[config.mk]
export PLATFORM = sky130hd
export DESIGN_NAME = decode_issue
export DESIGN_NICKNAME = d
export VERILOG_FILES = /design/src/rtl/decode_issue.sv
export SDC_FILE = /design/constraint.sdc
export NUM_CORES = 1
export LEC_CHECK = 0
export CORE_UTILIZATION = 35
export DETAILED_ROUTE_END_ITERATION = 12
export MAX_ROUTING_LAYER = met4
export PLACE_DENSITY = 0.58
export SYNTH_ARGS = -nofsm -noshare
export SYNTH_HDL_FRONTEND = slang
export SYNTH_SLANG_ARGS = --single-unit
export TNS_END_PERCENT = 10
[constraint.sdc]
create_clock -name clk -period 5.6 [get_ports clk]
set_input_delay 0.56 -clock clk [delete_from_list [all_inputs] [get_ports clk]]
set_output_delay 0.56 -clock clk [all_outputs]
set_load 0.01 [all_outputs]
[src/rtl/decode_issue.sv]
// decode_issue: decodes fetched instruction words and buffers them in a
// 2-entry FIFO skid buffer ahead of the execute ALU. Enforces BAR (stall
// until barrier_release_i) and DONE (halt until reset).
//
// Ports
//   clk, reset          core clock, synchronous active-high reset
//   instr_valid_i/_ready_o, instr_i, pc_i   fetch side handshake + payload
//   flush_i             taken branch/jump from execute, drops buffered entries
//   barrier_release_i   releases a pending BAR
//   issue_valid_o/issue_ready_i             execute side handshake
//   op_o, rd_addr_o, rs_addr_o, pc_o        decoded entry at the buffer head
//   writes_rd_o, is_branch_o, is_mem_o      control flags ({load,store} for is_mem_o)
//   halted_o            DONE has issued (or illegal trap taken)
//   illegal_o           sticky illegal-opcode flag
//
// Build option: define DECODE_ILLEGAL_TRAP_EN to trap unmatched opcodes
// (accepted, never issued, illegal_o set, core halts). Without it an unmatched
// opcode issues as a NOP bubble and illegal_o is tied low.

package decode_issue_pkg;
  localparam int unsigned INSTR_W   = 16;
  localparam int unsigned RF_ADDR_W = 5;
  localparam int unsigned PC_W      = 10;
  localparam int unsigned OPCODE_W  = INSTR_W - 2 * RF_ADDR_W;

  localparam logic [OPCODE_W-1:0] OP_ADDU  = 6'd0;
  localparam logic [OPCODE_W-1:0] OP_SUBU  = 6'd1;
  localparam logic [OPCODE_W-1:0] OP_SLLV  = 6'd2;
  localparam logic [OPCODE_W-1:0] OP_SRAV  = 6'd3;
  localparam logic [OPCODE_W-1:0] OP_SRLV  = 6'd4;
  localparam logic [OPCODE_W-1:0] OP_AND   = 6'd5;
  localparam logic [OPCODE_W-1:0] OP_OR    = 6'd6;
  localparam logic [OPCODE_W-1:0] OP_NOR   = 6'd7;
  localparam logic [OPCODE_W-1:0] OP_SLT   = 6'd8;
  localparam logic [OPCODE_W-1:0] OP_SLTU  = 6'd9;
  localparam logic [OPCODE_W-1:0] OP_MOV   = 6'd10;
  localparam logic [OPCODE_W-1:0] OP_BAR   = 6'd11;
  localparam logic [OPCODE_W-1:0] OP_NOP   = 6'd12;
  localparam logic [OPCODE_W-1:0] OP_LW    = 6'd13;
  localparam logic [OPCODE_W-1:0] OP_LBU   = 6'd14;
  localparam logic [OPCODE_W-1:0] OP_SW    = 6'd15;
  localparam logic [OPCODE_W-1:0] OP_SB    = 6'd16;
  localparam logic [OPCODE_W-1:0] OP_JALR  = 6'd17;
  localparam logic [OPCODE_W-1:0] OP_BEQZ  = 6'd18;
  localparam logic [OPCODE_W-1:0] OP_BNEQZ = 6'd19;
  localparam logic [OPCODE_W-1:0] OP_BGTZ  = 6'd20;
  localparam logic [OPCODE_W-1:0] OP_BLTZ  = 6'd21;
  localparam logic [OPCODE_W-1:0] OP_DONE  = 6'd22;

  // Field order matches the raw instruction word: {op, rd, rs}.
  typedef struct packed {
    logic [OPCODE_W-1:0]  opcode;
    logic [RF_ADDR_W-1:0] rd;
    logic [RF_ADDR_W-1:0] rs;
  } instruction_s;

  typedef struct packed {
    instruction_s     op;
    logic [PC_W-1:0]  pc;
    logic             writes_rd;
    logic             is_branch;
    logic [1:0]       is_mem;
    logic             is_done;
  } entry_s;
endpackage

module decode_issue
  import decode_issue_pkg::*;
(
  input  logic                 clk,
  input  logic                 reset,
  input  logic                 instr_valid_i,
  output logic                 instr_ready_o,
  input  logic [INSTR_W-1:0]   instr_i,
  input  logic [PC_W-1:0]      pc_i,
  input  logic                 flush_i,
  input  logic                 barrier_release_i,
  output logic                 issue_valid_o,
  input  logic                 issue_ready_i,
  output instruction_s         op_o,
  output logic [RF_ADDR_W-1:0] rd_addr_o,
  output logic [RF_ADDR_W-1:0] rs_addr_o,
  output logic [PC_W-1:0]      pc_o,
  output logic                 writes_rd_o,
  output logic                 is_branch_o,
  output logic [1:0]           is_mem_o,
  output logic                 halted_o,
  output logic                 illegal_o
);

`ifdef DECODE_ILLEGAL_TRAP_EN
  localparam bit TRAP_EN = 1'b1;
`else
  localparam bit TRAP_EN = 1'b0;
`endif

  typedef enum logic [1:0] {ST_RUN, ST_BAR_WAIT, ST_HALTED} state_e;

  state_e     state_q, state_d;
  logic [1:0] count_q, count_d;
  entry_s     head_q, head_d, tail_q, tail_d;
  logic       halted_q, halted_d;
  logic       illegal_q, illegal_d;

  entry_s     dec;
  logic       dec_bar, dec_illegal;
  logic       accept, pop, push;

  assign instr_ready_o = ~reset & (count_q < 2'd2) & (state_q == ST_RUN) & ~flush_i;

  // Combinational decode of the offered word.
  always_comb begin
    dec           = '0;
    dec_bar       = 1'b0;
    dec_illegal   = 1'b0;
    dec.op.opcode = instr_i[INSTR_W-1 -: OPCODE_W];
    dec.op.rd     = instr_i[2*RF_ADDR_W-1 -: RF_ADDR_W];
    dec.op.rs     = instr_i[RF_ADDR_W-1:0];
    dec.pc        = pc_i;
    casez (dec.op.opcode)
      OP_ADDU, OP_SUBU, OP_SLLV, OP_SRAV, OP_SRLV,
      OP_AND, OP_OR, OP_NOR, OP_SLT, OP_SLTU, OP_MOV: dec.writes_rd = 1'b1;
      OP_LW, OP_LBU: begin
        dec.writes_rd = 1'b1;
        dec.is_mem    = 2'b10;
      end
      OP_SW, OP_SB:  dec.is_mem = 2'b01;
      OP_JALR: begin
        dec.writes_rd = 1'b1;
        dec.is_branch = 1'b1;
      end
      OP_BEQZ, OP_BNEQZ, OP_BGTZ, OP_BLTZ: dec.is_branch = 1'b1;
      OP_BAR:  dec_bar = 1'b1;
      OP_DONE: dec.is_done = 1'b1;
      OP_NOP:  ;
      default: begin
        // Unmatched opcode: becomes a NOP bubble unless trapping.
        dec_illegal   = 1'b1;
        dec.op.opcode = OP_NOP;
      end
    endcase
  end

  // Next-state: FSM, skid buffer and sticky status flags.
  always_comb begin
    state_d   = state_q;
    count_d   = count_q;
    head_d    = head_q;
    tail_d    = tail_q;
    halted_d  = halted_q;
    illegal_d = illegal_q;
    accept    = instr_valid_i & instr_ready_o;
    pop       = (count_q != 2'd0) & issue_ready_i;
    push      = accept & ~(TRAP_EN & dec_illegal);

    if (flush_i) begin
      // Flush wins over every other event; HALTED is not left.
      count_d = 2'd0;
      if (state_q == ST_BAR_WAIT) state_d = ST_RUN;
    end else begin
      case (state_q)
        ST_RUN: begin
          if (accept) begin
            if (TRAP_EN && dec_illegal)          state_d = ST_HALTED;
            else if (dec.is_done)                state_d = ST_HALTED;
            else if (dec_bar && !barrier_release_i) state_d = ST_BAR_WAIT;
          end
        end
        ST_BAR_WAIT: if (barrier_release_i) state_d = ST_RUN;
        ST_HALTED:   ;
        default:     state_d = ST_RUN;
      endcase

      if (TRAP_EN && accept && dec_illegal) begin
        illegal_d = 1'b1;
        halted_d  = 1'b1;
      end
      if (pop && head_q.is_done) halted_d = 1'b1;

      // Push and pop together only happen with exactly one entry held.
      case ({push, pop})
        2'b11: head_d = dec;
        2'b10: begin
          if (count_q == 2'd0) head_d = dec;
          else                 tail_d = dec;
          count_d = count_q + 2'd1;
        end
        2'b01: begin
          head_d  = tail_q;
          count_d = count_q - 2'd1;
        end
        default: ;
      endcase
    end
  end

  always_ff @(posedge clk) begin
    if (reset) begin
      state_q   <= ST_RUN;
      count_q   <= 2'd0;
      head_q    <= '0;
      tail_q    <= '0;
      halted_q  <= 1'b0;
      illegal_q <= 1'b0;
    end else begin
      state_q   <= state_d;
      count_q   <= count_d;
      head_q    <= head_d;
      tail_q    <= tail_d;
      halted_q  <= halted_d;
      illegal_q <= illegal_d;
    end
  end

  assign issue_valid_o = (count_q != 2'd0);
  assign op_o          = head_q.op;
  assign rd_addr_o     = head_q.op.rd;
  assign rs_addr_o     = head_q.op.rs;
  assign pc_o          = head_q.pc;
  assign writes_rd_o   = head_q.writes_rd;
  assign is_branch_o   = head_q.is_branch;
  assign is_mem_o      = head_q.is_mem;
  assign halted_o      = halted_q;
  assign illegal_o     = illegal_q;

endmodule
Word-level counts from Yosys, hierarchy flattened. Index checks and enable logic that the tools add are counted.

Logic and storage cells: 98. Input port bits: 32. Flip-flop bits (word level): 67.

Bitwise operators: 8. Reductions and logical operators: 19. Multiplexer cells: 16. Order comparisons: 1. $add $sub $neg: 2. Equality and inequality tests: 33.

Operators by type and width (count): case mux 31 bit (3 select lines) (1); == test 6 x 4 -> 1 bit (second input constant) (8); == test 6 x 5 -> 1 bit (second input constant) (7); 2-to-1 mux 31 bit (1); == test 6 x 3 -> 1 bit (second input constant) (4); OR reduction 23 bit (1); OR reduction 14 bit (1); == test 6 x 2 -> 1 bit (second input constant) (2); 2-to-1 mux 2 bit (6); case mux 2 bit (2 select lines) (2); == test 2 bit (second input constant) (3); == test 6 x 1 -> 1 bit (second input constant) (1); zero test 6 bit (1); 2-to-1 mux 6 bit (1); != test 3 bit (second input constant) (2); case mux 2 bit (3 select lines) (1); AND reduction 3 bit (2); OR reduction 2 bit (3); AND 1 bit (5); AND reduction 5 bit (1); OR reduction 5 bit (1); == test 2 x 1 -> 1 bit (second input constant) (2); zero test 2 bit (2); 2-to-1 mux 1 bit (4); other kinds (12) (17).

Longest topological paths before layout. Gate-level depths: netlist of the first run.

Depth in word-level cells: 8. Depth in mapped cells: 9. Depth with buffers taken out: 8.

Worst setup path after synthesis of the first run. No wires, ideal clock.

Path kind: flip-flop to flip-flop. From: register count_q[1]. To: register head_q, in the netlist pc_o[7]. Path slack: 3.294 ns. Arrival time: 2.225 ns. Buffers on the path: 2. Setup time: 0.081 ns. Stages on the path, launching flop included: 9. Path through: dfxtp_1 > or3_1 > nor4b_2 > inv_1 > ha_1 > buf_2 > clkbuf_1 > mux2i_1 > a211oi_2.

Word-level cells in the longest chain between the ends: 8.

RTL lines: start, declared (line 100) `logic [1:0] count_q, count_d;`; start signal, assigned (line 207) `count_q <= count_d;`; < comparator 2 bit (line 109) `assign instr_ready_o = ~reset & (count_q < 2'd2) & (state_q == ST_RUN) & ~flush_i;`; AND 1 bit (3 in series) (line 109); AND 1 bit (line 152) `accept = instr_valid_i & instr_ready_o;`; == test 2 bit / == test 2 x 1 -> 1 bit (equally long branches) (line 181) `case ({push, pop})`; != test 2 bit (no source line) / nonzero test 3 bit (equally long branches); AND reduction 3 bit (no source line); end signal, assigned (line 201) `head_q <= '0;`; end signal, assigned (line 208) `head_q <= head_d;`; end, declared (line 101) `entry_s head_q, head_d, tail_q, tail_d;`.

Several ways; a longest one is shown, not always the timed one. A chain may end at the register's enable or synchronous reset.

Final worst setup path of the first run.
From: input flush_i. To: register tail_q[4] (netlist bit).

Word-level cells in the longest chain between the ends: 5.

RTL lines: start, declared (line 76) `input logic flush_i,`; NOT 1 bit (no source line) *; AND 1 bit (line 109); AND 1 bit (line 152); == test 2 bit (line 181); AND reduction 3 bit (no source line) *; end signal, assigned (line 209) `tail_q <= tail_d;`; end, declared (line 101).

Mark *: on every way between the ends. The rest lies on a longest branch, timed or not.

==> metrics.cfg, run 1 <==
[layout]
instances_no_fill=533
num-fill-cells=937
register_area_um2=1340
multi_input_area_um2=1580
diodes=0
final_cell_mix=clkdlybuf4s50_1, dfxtp_1, nand2_1
finalNetCount=435
area_growth_pct=18.8
final_common_cell=clkdlybuf4s50_1
drive_gt1_frac=0.126

[flow_run]
max-cap-violations=0

[worst_setup_path]
crit_slowest_cell=and3_1
crit_chain=clkdlybuf4s50_1, nor4b_2, ha_1, and3_1, nand4b_1, a21oi_1
critPathMaxStageDelay_ns=0.95
worstPathRequired_ns=5.85
end_kind=register
start_kind=input port
crit_fanout=29
cp.arrival_ns=3.16
critPathKind=in2reg

[floorplanning]
initial_utilization=0.364
dieArea_um2=10100
die_x_um=101
rows=35
die_h_um=101
core_um2=9330
io_pins=76

[sta]
fin_crit_ns=2.90
hold_violations=0
tightest_slew_ns=1.19
fmax_mhz=344
setup-tns-final_ns=0
period_share=0.519
slew_headroom=0.209
drv_slew=0
fin_skew_ns=0.00745
grt_setup_unrepaired=false
setup_viol=0

[logic_synthesis]
synth_mux_area_frac=0.0737
synth_compound_area_frac=0.194
synth-edff-count=0
avgSynthCellArea_um2=8.87
synth-seq-area-share=0.395
synth_top_family_by_area=compound AO/OA/AOI/OAI gates
ys_types=47
yosys.area_share.simple=0.178
syn-cell-area_um2=3400
ys_async_sr_fraction=0
synthCells=383
ys_ff_latch=67
synth-main-ff-cell=dfxtp_1
syn_nets=417
synth_xor_area_frac=0.0103
synthAdderAreaFrac=0.00737
yosysWarnings=0

[routing]
vias=2551
ant_nets=0
firstDrtPassIters=5
drc=0
drt-vias-per-instance=4.79
wl_mm=7.06
drt_iter0_drc=93
avgRoutedWirePerCell_um=13.2

[clock_network]
clkTransAtPathRegs_ns=0.07
cts_resized=0
cts_hold_buf=0
postCtsSetupRepairBufs=0
clockBufferDepth=2
cts_tree=yes
cts_sinks=67
cts_root_buf=clkbuf_8
cts_made_buffers=9
htree_num_levels=3
clk_latency_ns=0.33

[place]
placed_cells=519
numPortBuffers=74
hpwl_mm=4.43
gp_routability_congestion=0.811

[global_route]
grt_pass1_wl_mm=11.2
grt_busiest_layer=met2
grt_use_met2=0.225
grtUsageTotal=0.147
use_met1=0.183
grt_max_degree=71
grt_pass1_vias=2353
grt_use_met3=0.0312
grt_overflow_total=0
antenna_found_initial=0

[power]
p_leak_nw=1.27
power.density_nw_per_um2=254
vdd_drop_max_mv=0.132

[min_path]
hold_path_class=reg2reg

[run_status]
status=finished clean

-- Yosys cell counts, types with 5 or more instances --
master	instances	area, um^2
buf_6	5	56.3
nand2_1	59	221
nor2_1	35	131
nor3_1	7	35.0
buf_4	42	315
buf_2	5	25.0
dfxtp_1	67	1340
a211oi_2	27	338
clkbuf_1	17	63.8
a21oi_1	34	170
mux2i_1	25	250
nand2b_1	6	37.5
-- sequential cells by signal (all words and copies together), names as in the netlist --
name,count
tail_q,31
op_o,6
writes_rd_o,1
is_branch_o,1
rs_addr_o,5
head_q,1
count_q,2
pc_o,10
rd_addr_o,5
halted_o,1
state_q,2
is_mem_o,2
-- metal layers --
layer / part of all wire / vias up
met1: 0.48 / 1183
met3: 0.040 / 8
met5: 0 / -
li1: - / 1300
met4: 0.014 / 0
met2: 0.46 / 60
-- worst paths after layout --
check | startpoint | to | slack [ns] | depth (start not counted)
min reg2reg | tail_q[13]$_SDFFE_PP0P_ | tail_q[13]$_SDFFE_PP0P_ | 0.46 | 2
min | tail_q[13]$_SDFFE_PP0P_ | tail_q[13]$_SDFFE_PP0P_ | 0.46 | 2
max | flush_i | tail_q[4]$_SDFFE_PP0P_ | 2.70 | 6
max reg2reg | count_q[1]$_SDFFE_PP0P_ | tail_q[4]$_SDFFE_PP0P_ | 2.76 | 6
-- final cells by class --
cell class / count / share of cell area
Sequential cell: 67 / 0.332
Clock inverter: 3 / 0.00992
Inverter: 3 / 0.00279
Timing Repair Buffer: 77 / 0.188
Multi-Input combinational cell: 243 / 0.392
Clock buffer: 11 / 0.0350
Tap cell: 129 / 0.0400
-- kinds of logic after synthesis --
group,after synthesis
multiplexers,25
buffers and inverters,73
AO/OA/AOI/OAI,79
flip-flops,67
XOR/XNOR,4
AND/OR/NAND/NOR,132
other,1
adder cells (fa/ha/maj),2
-- critical path, delay by kind of cell --
kind	cells	cell delay, ns
fa+ha+maj	1	0.23
simple gates	3	1.55
compound gates	1	0.20
buf+inv	1	0.61
-- per-stage QoR --
step / util / setup slack (ns) / hold slack (ns) / power, mW / instance area [um^2]
floorplan: - / 3.29 / 0.422 / 0.612 / 3400
global placement: 0.413 / 2.39 / 0.441 / 0.655 / 3850
detailed placement: 0.413 / 2.31 / 0.448 / 0.656 / 3850
CTS: 0.433 / 2.67 / 0.458 / 1.04 / 4040
global route: 0.433 / 2.39 / 0.474 / 1.07 / 4040
finish: 0.433 / 2.70 / 0.456 / 1.02 / 4040
-- report_power, final --
part / internal, mW / total (mW) / switching [mW]
sequential: 0.490 / 0.499 / 0.00861
clock: 0.212 / 0.381 / 0.169
combinational: 0.0746 / 0.145 / 0.0703
total: 0.776 / 1.02 / 0.248
Power figures use the tool's default switching activity.
==> run 2: changes to the inputs <==
--- a/config.mk
+++ b/config.mk
@@ -8,7 +8,7 @@
 export CORE_UTILIZATION = 35
 export DETAILED_ROUTE_END_ITERATION = 12
 export MAX_ROUTING_LAYER = met4
-export PLACE_DENSITY = 0.58
+export PLACE_DENSITY = 0.6
 export SYNTH_ARGS = -nofsm -noshare
 export SYNTH_HDL_FRONTEND = slang
 export SYNTH_SLANG_ARGS = --single-unit
==> constraint.sdc (replaced) <==
create_clock -name clk -period 2.4 [get_ports clk]
set_input_delay 0.24 -clock clk [delete_from_list [all_inputs] [get_ports clk]]
set_output_delay 0.24 -clock clk [all_outputs]
set_load 0.01 [all_outputs]
==> run 2 against run 1 <==
  * Clock power increased to 2.9 times the previous value
  * Global-route usage increased by 0.49 points
  * Via count increased by 1.9%
  * Hold slack got worse by 0.14 ns
  * Sequential power increased by 130%
  * Die area unchanged
  * Power increased to 2.5 times the previous value
  * Worst setup slack got worse by 2.6 ns
  * Non-clock buffer count increased by 13
  * Combinational power increased by 140%
  * Final cell count increased by 2.8%
  * Critical path type is now reg2reg
  * Largest cell class unchanged
  * Largest power group unchanged
  * Highest routed layer unchanged
==> metrics.cfg, run 2 (synthesis gave the netlist of run 1 again) <==
[floorplanning]
rows=35
die_x_um=101
core_um2=9330
initial_utilization=0.364
die_h_um=101
dieArea_um2=10100
io_pins=76

[clock_network]
clkTransAtPathRegs_ns=0.07
cts_resized=0
cts_sinks=67
cts_made_buffers=9
cts_tree=yes
cts_hold_buf=0
clockBufferDepth=2
htree_num_levels=3
clk_latency_ns=0.34
cts_root_buf=clkbuf_8
postCtsSetupRepairBufs=0

[layout]
diodes=0
drive_gt1_frac=0.160
num-fill-cells=931
final_common_cell=clkdlybuf4s50_1
largest_register_ffs=31
instances_no_fill=548
area_growth_pct=24.1
final_cell_mix=clkdlybuf4s50_1, dfxtp_1, nand2_1
finalNetCount=448
top_register=tail_q

[power]
power_mw=2.60
vdd_drop_max_mv=0.341
power.density_nw_per_um2=617
p_leak_nw=1.36

[place]
numPortBuffers=74
hpwl_mm=4.77
placed_cells=532
gp_routability_congestion=0.824

[routing]
drc=0
vias=2599
firstDrtPassIters=4
avgRoutedWirePerCell_um=12.9
drt_iter0_drc=103
drt-vias-per-instance=4.74
ant_nets=0
wl_mm=7.08

[sta]
setup-tns-final_ns=0
hold_violations=0
slew_headroom=0.496
tightest_slew_ns=0.756
fin_crit_ns=2.26
period_share=0.941
drv_slew=0
grt_setup_unrepaired=false
setup_viol=0
fin_skew_ns=0.0103
fmax_mhz=443

[global_route]
grt_overflow_total=0
grt_pass1_vias=2452
grt_pass1_wl_mm=11.6
grt_max_degree=58
antenna_found_initial=0
grtUsageTotal=0.152

[worst_setup_path]
worstPathRequired_ns=2.65
cp.arrival_ns=2.51
critPathKind=reg2reg
end_kind=register
crit_fanout=15
start_kind=register

[min_path]
hold_path_class=in2reg

[run_status]
status=finished clean

[flow_run]
max-cap-violations=0

-- run 2: cell types whose count changed in the layout (fill, tap and decap cells not counted) --
cell        before  now
buf_4            3   14
buf_12           0    2
bufinv_16        1    2
clkinv_4         0    2
clkinv_2         2    0
clkbuf_8        10   11
clkinvlp_4       0    1
clkbuf_1         1    0
-- run 2: worst paths after layout --
path | start | end | slack, ns | depth (start not counted)
max | count_q[1]$_SDFFE_PP0P_ | op_o[13]$_SDFFE_PP0P_ | 0.14 | 8
min | reset | head_q[0]$_SDFFE_PP0P_ | 0.31 | 3
max reg2reg | count_q[1]$_SDFFE_PP0P_ | op_o[13]$_SDFFE_PP0P_ | 0.14 | 8
min reg2reg | tail_q[20]$_SDFFE_PP0P_ | tail_q[20]$_SDFFE_PP0P_ | 0.46 | 2
-- run 2: layout make-up --
cell class	count	area (um^2)	share of cell area
clock buffer	11	151	0.0359
clock inverter	5	85.1	0.0202
inverter	3	11.3	0.00267
multi-input combinational	243	1580	0.376
sequential	67	1340	0.318
tap	129	161	0.0383
timing repair buffer	90	881	0.209
-- run 2: where the power goes --
| part | total (mW) | switching [mW] | internal (mW) |
|---|---|---|---|
| Sequential | 1.16 | 0.0192 | 1.14 |
| Combinational | 0.352 | 0.168 | 0.184 |
| Clock | 1.09 | 0.442 | 0.645 |
-- run 2: layer usage --
layer	up-vias	global-route usage	wire length (um)
met5	-	-	0
met4	0	0.0635	122
met3	10	0.0284	249
li1	1337	-	-
met1	1196	0.194	3540
met2	56	0.235	3170
-- run 2: per-stage QoR --
stage / area, um^2 / hold WS, ns / utilization / setup slack (ns)
finish: 4210 / 0.314 / 0.452 / 0.142
global route: 4210 / 0.320 / 0.452 / 0.0240
CTS: 4210 / 0.297 / 0.452 / 0.113
detailed placement: 3980 / 0.447 / 0.426 / 0.131
global placement: 3980 / 0.440 / 0.426 / 0.187
floorplan: 3400 / 0.376 / - / 0.0942
-- run 2: worst max-delay path, cell delays in order (launching register included) --
cell     delay, ns
dfxtp_1       0.34
or3_1         0.41
nor4b_2       0.31
buf_4         0.17
inv_1         0.04
ha_2          0.27
buf_4         0.24
nor2b_1       0.16
o32ai_2       0.24
==> run 3: changes to the inputs <==
--- a/config.mk
+++ b/config.mk
@@ -5,10 +5,10 @@
 export SDC_FILE = /design/constraint.sdc
 export NUM_CORES = 1
 export LEC_CHECK = 0
-export CORE_UTILIZATION = 35
+export CORE_UTILIZATION = 46
 export DETAILED_ROUTE_END_ITERATION = 12
 export MAX_ROUTING_LAYER = met4
-export PLACE_DENSITY = 0.6
+export PLACE_DENSITY = 0.76
 export SYNTH_ARGS = -nofsm -noshare
 export SYNTH_HDL_FRONTEND = slang
 export SYNTH_SLANG_ARGS = --single-unit
==> run 3 against run 2 <==
  * Core utilization increased by 14 points
  * Combinational power about the same
  * Global-route usage increased by 3.9 points
  * Clock skew decreased by 0.0039 ns
  * Maximum frequency decreased by 0.24%
  * Clock-buffer cell count increased by 2
  * Non-clock buffer count increased by 1
  * Final area decreased by 1.7%
  * Hold slack improved by 0.10 ns
  * Flip-flop and latch count unchanged
  * Die area decreased by 23%
  * Largest cell class unchanged
==> metrics.cfg, run 3 (synthesis gave the netlist of run 1 again) <==
[run_status]
status=finished clean

[worst_setup_path]
cp_common_cell=buf_4
critPathKind=reg2reg
setup.worst_path.start=count_q[1]$_SDFFE_PP0P_
regToRegSetupSlack_ns=0.14
crit_fanout=13
path_buf_inv=3
rr_startpoint=count_q[1]$_SDFFE_PP0P_
crit_slowest_cell=or3_1
crit_chain=or3_1, nor4b_4, buf_4, inv_1, ha_2, buf_4, and2_1, mux2i_1, nor2_1
worstPathRequired_ns=2.61
critPathMaxStageDelay_ns=0.44
rr_worst_depth=9
end_kind=register
crit_end=op_o[15]$_SDFFE_PP0P_
cp.depth=9
cp.arrival_ns=2.47
timing.rr.end=op_o[15]$_SDFFE_PP0P_
start_kind=register
cp_top_family=simple AND/OR/NAND/NOR gates

[layout]
area_growth_pct=22.0
utilization=0.597
drive_gt1_frac=0.158
top_register=tail_q
final_common_cell=clkdlybuf4s50_1
largest_register_ffs=31
diodes=0
final_cell_mix=clkdlybuf4s50_1, dfxtp_1, nand2_1
instances_no_fill=515
finalNetCount=449

[routing]
firstDrtPassIters=4
avgRoutedWirePerCell_um=13.2
wl_mm=6.78
drt-vias-per-instance=5.13
wl_met2_mm=3.23
drt_iter0_drc=133
wl_met3_um=401
vias=2644
highest_layer=met4
drc=0
ant_nets=0
met1_length_mm=3.10

[sta]
fin_skew_ns=0.00639
tightest_slew_ns=0.544
slew_headroom=0.633
period_share=0.943
setup_viol=0
drv_slew=0
hold_violations=0
fin_crit_ns=2.26
fmax_mhz=442

[global_route]
grt_pass1_vias=2375
antenna_found_initial=0
grt_pass1_wl_mm=11.0
grt_max_degree=51
grt_overflow_total=0
grtUsageTotal=0.191

[place]
hpwl_mm=4.66
numPortBuffers=74
placed_cells=499
gp_routability_congestion=0.901

[clock_network]
htree_num_levels=3
cts_hold_buf=0
clk_latency_ns=0.33
cts_root_buf=clkbuf_8
cts_sinks=67
clkTransAtPathRegs_ns=0.07
cts_made_buffers=9
clockBufferDepth=2
cts_tree=yes

[power]
vdd_drop_max_mv=0.306
power.density_nw_per_um2=589
p_leak_nw=1.36

[floorplanning]
core_um2=6940
die_x_um=87.9
dieArea_um2=7730
die_h_um=87.9
io_pins=76
initial_utilization=0.489
rows=30

[flow_run]
max-cap-violations=0

[min_path]
hold_path_class=in2reg

run 3: routing by layer:
layer | track usage | up-vias
met5 | - | -
met4 | 0.0581 | 0
met3 | 0.0556 | 4
met2 | 0.304 | 66
met1 | 0.232 | 1239
li1 | - | 1335
run 3: worst min path at each step:
| stage | depth (start not counted) | start | endpoint |
|---|---|---|---|
| 3_3_place_gp | 1 | state_q[0]$_SDFFE_PP0P_ | state_q[1]$_SDFFE_PP0P_ |
| 2_1_floorplan | 2 | pc_i[5] | tail_q[10]$_SDFFE_PP0P_ |
| 4_1_cts | 4 | reset | state_q[0]$_SDFFE_PP0P_ |
| 5_1_grt | 5 | reset | state_q[0]$_SDFFE_PP0P_ |
| 6_report | 5 | reset | state_q[0]$_SDFFE_PP0P_ |
| 3_5_place_dp | 2 | tail_q[24]$_SDFFE_PP0P_ | tail_q[24]$_SDFFE_PP0P_ |
run 3: through the flow:
| step | worst slack [ns] | cell area [um^2] | hold WS (ns) | TNS [ns] | power (mW) |
|---|---|---|---|---|---|
| final | 0.136 | 4140 | 0.418 | 0 | 2.44 |
| after detailed placement | 0.0951 | 3920 | 0.448 | 0 | 1.54 |
| after global routing | -0.00985 | 4140 | 0.417 | -0.00985 | 2.55 |
| after global placement | 0.177 | 3920 | 0.440 | 0 | 1.53 |
| after floorplan | 0.0942 | 3400 | 0.376 | 0 | 1.43 |
| after CTS | 0.0890 | 4120 | 0.276 | 0 | 2.47 |
run 3: tightest hold or removal path, delay by kind of cell:
kind | cells | cell delay, ns
AOI/OAI and AO/OA | 1 | 0.06
buffers and inverters | 2 | 0.28
and+or+nand+nor | 2 | 0.13
run 3: report_power, final:
part	switching, mW	total, mW	internal (mW)	leakage [nW]
clock network	0.395	0.926	0.530	0.0995
logic	0.168	0.353	0.185	0.715
registers	0.0184	1.16	1.14	0.543
run 3: timing repair:
item / in CTS / in global routing
setup endpoints to repair: 0 / 4
endpoints found under the hold margin: 0 / 0
gates resized for setup: 0 / 3
buffers inserted: 0 / 1
run 3: cell type report:
type | instances | area (um^2)
Clock buffer | 13 | 159
Clock inverter | 2 | 35.0
Fill cell | 583 | 2800
Inverter | 3 | 11.3
Multi-Input combinational cell | 243 | 1600
Sequential cell | 67 | 1340
Tap cell | 96 | 120
Timing Repair Buffer | 91 | 880
